## config.mk

```make
export PLATFORM = sky130hd
export DESIGN_NAME = midi_fifo_ctrl
export DESIGN_NICKNAME = d
export VERILOG_FILES = /design/src/rtl/midi_fifo_ctrl.sv
export SDC_FILE = /design/constraint.sdc
export NUM_CORES = 1
export LEC_CHECK = 0
export ABC_CLOCK_PERIOD_IN_PS = 3000
export BUFFER_PORTS_ARGS = -buffer_cell sky130_fd_sc_hd__buf_2
export CORE_ASPECT_RATIO = 0.8
export CORE_UTILIZATION = 46
export CTS_CLUSTER_SIZE = 8
export DETAILED_ROUTE_END_ITERATION = 16
export GPL_TIMING_DRIVEN = 0
export MAX_ROUTING_LAYER = met4
export PLACE_DENSITY_LB_ADDON = 0.15
export SYNTH_ARGS = -nofsm -noshare
export SYNTH_HDL_FRONTEND = slang
export SYNTH_SLANG_ARGS = --single-unit
```

## constraint.sdc

```tcl
create_clock -name clk -period 3 [get_ports clk]
set_clock_uncertainty 0.05 [all_clocks]
set_input_delay 0.45 -clock clk [delete_from_list [all_inputs] [get_ports clk]]
set_output_delay 0.45 -clock clk [all_outputs]
set_load 0.02 [all_outputs]
```

## src/rtl/midi_fifo_ctrl.sv

```systemverilog
// rtl/midi_fifo_ctrl.sv - ring-buffer controller turning a 512x8 dual-port RAM into a byte FIFO
//
// Ports:
//   clk, rst_n                    single clock (also RAM wclk/rclk), synchronous active-low reset
//   flush                         synchronous clear of pointers and output stage (keeps overflow)
//   in_data/in_valid/in_ready     producer side; in_ready low when RAM holds DEPTH bytes
//   out_data/out_valid/out_ready  consumer side; first-word-fall-through output register
//   ram_wdata/ram_waddr/ram_we    RAM write port
//   ram_raddr/ram_re/ram_rdata    RAM read port; rdata valid the cycle after ram_re
//   level                         bytes in RAM not yet fetched (wr_ptr - rd_ptr)
//   overflow/ovf_clr              sticky dropped-push flag and its clear
module midi_fifo_ctrl #(
    parameter int ADDR_W = 9,
    parameter int DATA_W = 8
) (
    input  logic              clk,
    input  logic              rst_n,
    input  logic              flush,
    input  logic [DATA_W-1:0] in_data,
    input  logic              in_valid,
    output logic              in_ready,
    output logic [DATA_W-1:0] out_data,
    output logic              out_valid,
    input  logic              out_ready,
    output logic [DATA_W-1:0] ram_wdata,
    output logic [ADDR_W-1:0] ram_waddr,
    output logic              ram_we,
    output logic [ADDR_W-1:0] ram_raddr,
    output logic              ram_re,
    input  logic [DATA_W-1:0] ram_rdata,
    output logic [ADDR_W:0]   level,
    output logic              overflow,
    input  logic              ovf_clr
);

    // Level value meaning "every RAM entry holds an unfetched byte".
    localparam logic [ADDR_W:0] FULL_LEVEL = {1'b1, {ADDR_W{1'b0}}};
    localparam logic [ADDR_W:0] PTR_ONE    = {{ADDR_W{1'b0}}, 1'b1};

    typedef enum logic [1:0] {
        S_EMPTY = 2'd0,
        S_FETCH = 2'd1,
        S_VALID = 2'd2
    } state_t;

    state_t          state;
    logic [ADDR_W:0] wr_ptr;
    logic [ADDR_W:0] rd_ptr;
    logic            clear;
    logic            has_data;

    // Reset and flush share the same pointer/output-stage clear path.
    assign clear    = ~rst_n | flush;
    assign level    = wr_ptr - rd_ptr;
    assign has_data = (level != '0);
    assign in_ready = (level != FULL_LEVEL);

    assign ram_wdata = in_data;
    assign ram_waddr = wr_ptr[ADDR_W-1:0];
    assign ram_raddr = rd_ptr[ADDR_W-1:0];
    assign ram_we    = in_valid & in_ready & ~clear;

    // Fetch strobe: refill the output register whenever it is (or is about
    // to become) empty and the RAM has a committed byte.
    always_comb begin
        ram_re = 1'b0;
        if (!clear) begin
            case (state)
                S_EMPTY: ram_re = has_data;
                S_VALID: ram_re = out_ready & has_data;
                default: ram_re = 1'b0;
            endcase
        end
    end

    always_ff @(posedge clk) begin
        if (clear) begin
            wr_ptr    <= '0;
            rd_ptr    <= '0;
            state     <= S_EMPTY;
            out_valid <= 1'b0;
            out_data  <= '0;
        end else begin
            if (ram_we) begin
                wr_ptr <= wr_ptr + PTR_ONE;
            end
            if (ram_re) begin
                rd_ptr <= rd_ptr + PTR_ONE;
            end
            case (state)
                S_EMPTY: begin
                    if (ram_re) begin
                        state <= S_FETCH;
                    end
                end
                S_FETCH: begin
                    out_data  <= ram_rdata;
                    out_valid <= 1'b1;
                    state     <= S_VALID;
                end
                S_VALID: begin
                    if (out_ready) begin
                        out_valid <= 1'b0;
                        state     <= ram_re ? S_FETCH : S_EMPTY;
                    end
                end
                default: begin
                    out_valid <= 1'b0;
                    state     <= S_EMPTY;
                end
            endcase
        end
    end

    // Sticky overflow: a set event beats a same-cycle clear; flush leaves it alone.
    always_ff @(posedge clk) begin
        if (!rst_n) begin
            overflow <= 1'b0;
        end else if (in_valid & ~in_ready) begin
            overflow <= 1'b1;
        end else if (ovf_clr) begin
            overflow <= 1'b0;
        end
    end

endmodule

```

==> impl_metrics.ini <==
[status]
status = finished with violations
violations = negative setup slack

[pwr]
p_int_mw = 1.10
powerDensity_mw_per_mm2 = 547
p_leak_nw = 1.52
switching_share = 0.370
combPwrFrac = 0.503
pwr-share-clk = 0.234
p_switching_mw = 0.647
pwr-share-seq = 0.263
peakVddDrop_uv = 308

[logic_synthesis]
ys_seq_area_frac = 0.276
async_flop_share = 0
synth.most_common_cell = dfxtp_1
syn_nets = 320
ys_warn_count = 0
synth_cell_types = 53
synth_top_area_cell = dfxtp_1
syn_inst = 286
syn_area_per_cell_um2 = 8.11
syn_area_mm2 = 0.00232
synth-seq-cells = 32
synth_top_area_share = 0.276
synth_edf_count = 0
synthTopCellsByArea = dfxtp_1, buf_4, ha_1
synthTopCellsByCount = dfxtp_1, nand2_1, buf_4, nor2_1, inv_1
synth-main-ff-cell = dfxtp_1

[final_layout]
area_growth_pct = 37.6
finalNonFillerCells = 438
antenna_cells = 0
layout-drive-gt1-share = 0.450
fin_nets = 411
fill_cells = 393

[global_routing]
grt_pass1_wl_mm = 9.36
gr-total-overflow = 0
grt_use_total = 0.241
antenna_found_initial = 0
grt_max_degree = 11
grt_pass1_vias = 1978

[timing]
tightestPinTransition_ps = 517
maxSlewViolCount = 0
clock.fmax_mhz = 301
max_slew_margin = 0.655
setup_viol = 7
final-hold-violation-count = 0
setup_slack_ps = -322
post-route-period-util = 1.11
rsz0062_at_grt = yes
min_period_ps = 3320

[route]
wl_per_cell_um = 14.5
drt_iter0_markers = 152
first_pass_iters = 5
drtAntennaViolNets = 0
drt-total-wl_mm = 6.33
viasPerCell = 5.39
drc = 0
dr_total_vias = 2360

[worst_setup_path]
endpoint_kind = output pin
path_cells = inv_4 -> ha_4 -> inv_2 -> fa_2 -> a21o_1 -> buf_6 -> nand4_1 -> nand3_2 -> a2111oi_4 -> buf_4 -> a31oi_4 -> buf_6 -> and2_4 -> buf_6
crit_top_cell = buf_6
startpoint = wr_ptr[0]$_SDFFE_PP0P_
critPathKind = reg2out
reg2reg_depth = 15
r2r_end = wr_ptr[4]$_SDFFE_PP0P_
cp.required_ps = 2500
cp_slowest_cell = fa_2
r2r_start = wr_ptr[0]$_SDFFE_PP0P_
start_kind = register
cp.arrival_ps = 2820
reg2reg_slack_ps = -60
max_stage_delay_ps = 400
path_buf_inv = 6
path_delay_family = buffers and inverters
crit_fanout = 4

[min_path]
hold_depth = 3
hp-start = ram_rdata[7]
min_path_type = in2reg
holdPathEnd = out_data[7]$_SDFFE_PP0P_

[clock_network]
cts.clk_slew.worst_paths_ps = 70
clock-sinks = 32
holdBufCountCts = 0
clockBufferDepth = 2
cts_tree = built
cts.htree.levels = 2
clock_latency_ps = 290
cts_buffers = 5
cts_root_buf = clkbuf_8

[placement]
dp_cells = 408
detailed_place_hpwl_mm = 4.32
portBuffers = 62
gp_congestion = 0.878
place_ws_ps = -415

[run]
cap_violations = 0

[die]
die_w_um = 81.4
dieHeight_um = 65.5
start_util = 0.493
die_area_mm2 = 0.00533
pin_count = 71
core_mm2 = 0.00471
rows = 22
[kinds of logic after synthesis]
kind of cell               count (synthesis)  synth area share
and+or+nand+nor                          103             0.221
AOI/OAI and AO/OA                         71             0.244
buffers and inverters                     58             0.151
DFF                                       32             0.276
adders and majority gates                 12            0.0680
xor gates and xnor gates                   7            0.0264
muxes                                      3            0.0130
[worst max-delay path by stage]
stage	to	slack (ps)	depth (start not counted)
after floorplan	ram_re	10	11
after global placement	ram_re	-420	12
after detailed placement	ram_re	-410	12
after CTS	ram_we	-430	12
after global routing	ram_re	-390	12
final	ram_re	-320	14
[tightest hold or removal path, stage by stage]
cell and delay [ps]:
buf_2 90, nand2_1 40, a21oi_1 50
[power groups by stage]
stage          sequential [mW]  combinational [mW]  clock [mW]
3_3_place_gp             0.469               0.587           0
6_report                 0.459               0.879       0.409
4_1_cts                  0.460               0.737       0.416
5_1_grt                  0.461               0.925       0.447
2_1_floorplan            0.474               0.446           0
3_5_place_dp             0.470               0.594           0
[sequential cells by signal, indices dropped and copies added (netlist names)]
signal / count
rd_ptr: 10
out_data: 8
state: 2
out_valid: 1
wr_ptr: 10
overflow: 1
[cell type report]
type / instances / area (um2) / area share
multi-input cells: 196 / 1480 / 0.463
flip-flops and latches: 32 / 659 / 0.207
repair buffers: 85 / 526 / 0.165
plain buffers: 37 / 268 / 0.0839
inverters: 20 / 77.6 / 0.0243
well taps: 60 / 75.1 / 0.0235
clock buffers: 6 / 72.6 / 0.0227
clock inverters: 2 / 35.0 / 0.0110
[per-stage QoR]
step                hold WS, ps  total power, mW  utilization  setup TNS [ps]  area [um2]
detailed placement          396             1.06        0.579            -796        2730
global route                334             1.83        0.678           -1920        3190
finish                      347             1.75        0.678           -1090        3190
global placement            391             1.06        0.579            -753        2730
floorplan                   427            0.919            -               0        2340
CTS                         345             1.61        0.641           -1050        3020
[what timing repair did]
item	CTS	global route
pin swaps	11	23
endpoints found under the setup margin	7	23
setup buffers	14	11
resized for setup	23	23
[routing by layer]
layer	vias to the layer above	track usage	wire length (um)
met2	101	0.358	2950
met1	1084	0.321	2850
met5	-	-	0
met3	14	0.0625	409
met4	0	0.0692	115
li1	1161	-	-
[layout by cell type, fill, tap and decap left out, types with 8 or more instances in the layout]
| cell | count |
|---|---|
| buf_6 | 10 |
| dfxtp_1 | 23 |
| nand4_1 | 8 |
| and2_1 | 8 |
| buf_2 | 60 |
| nand2_1 | 31 |
| inv_1 | 16 |
| nor2_1 | 21 |
| a21oi_1 | 17 |
| buf_4 | 45 |
| ha_1 | 8 |
No activity file was read; power rests on OpenSTA's default activity.
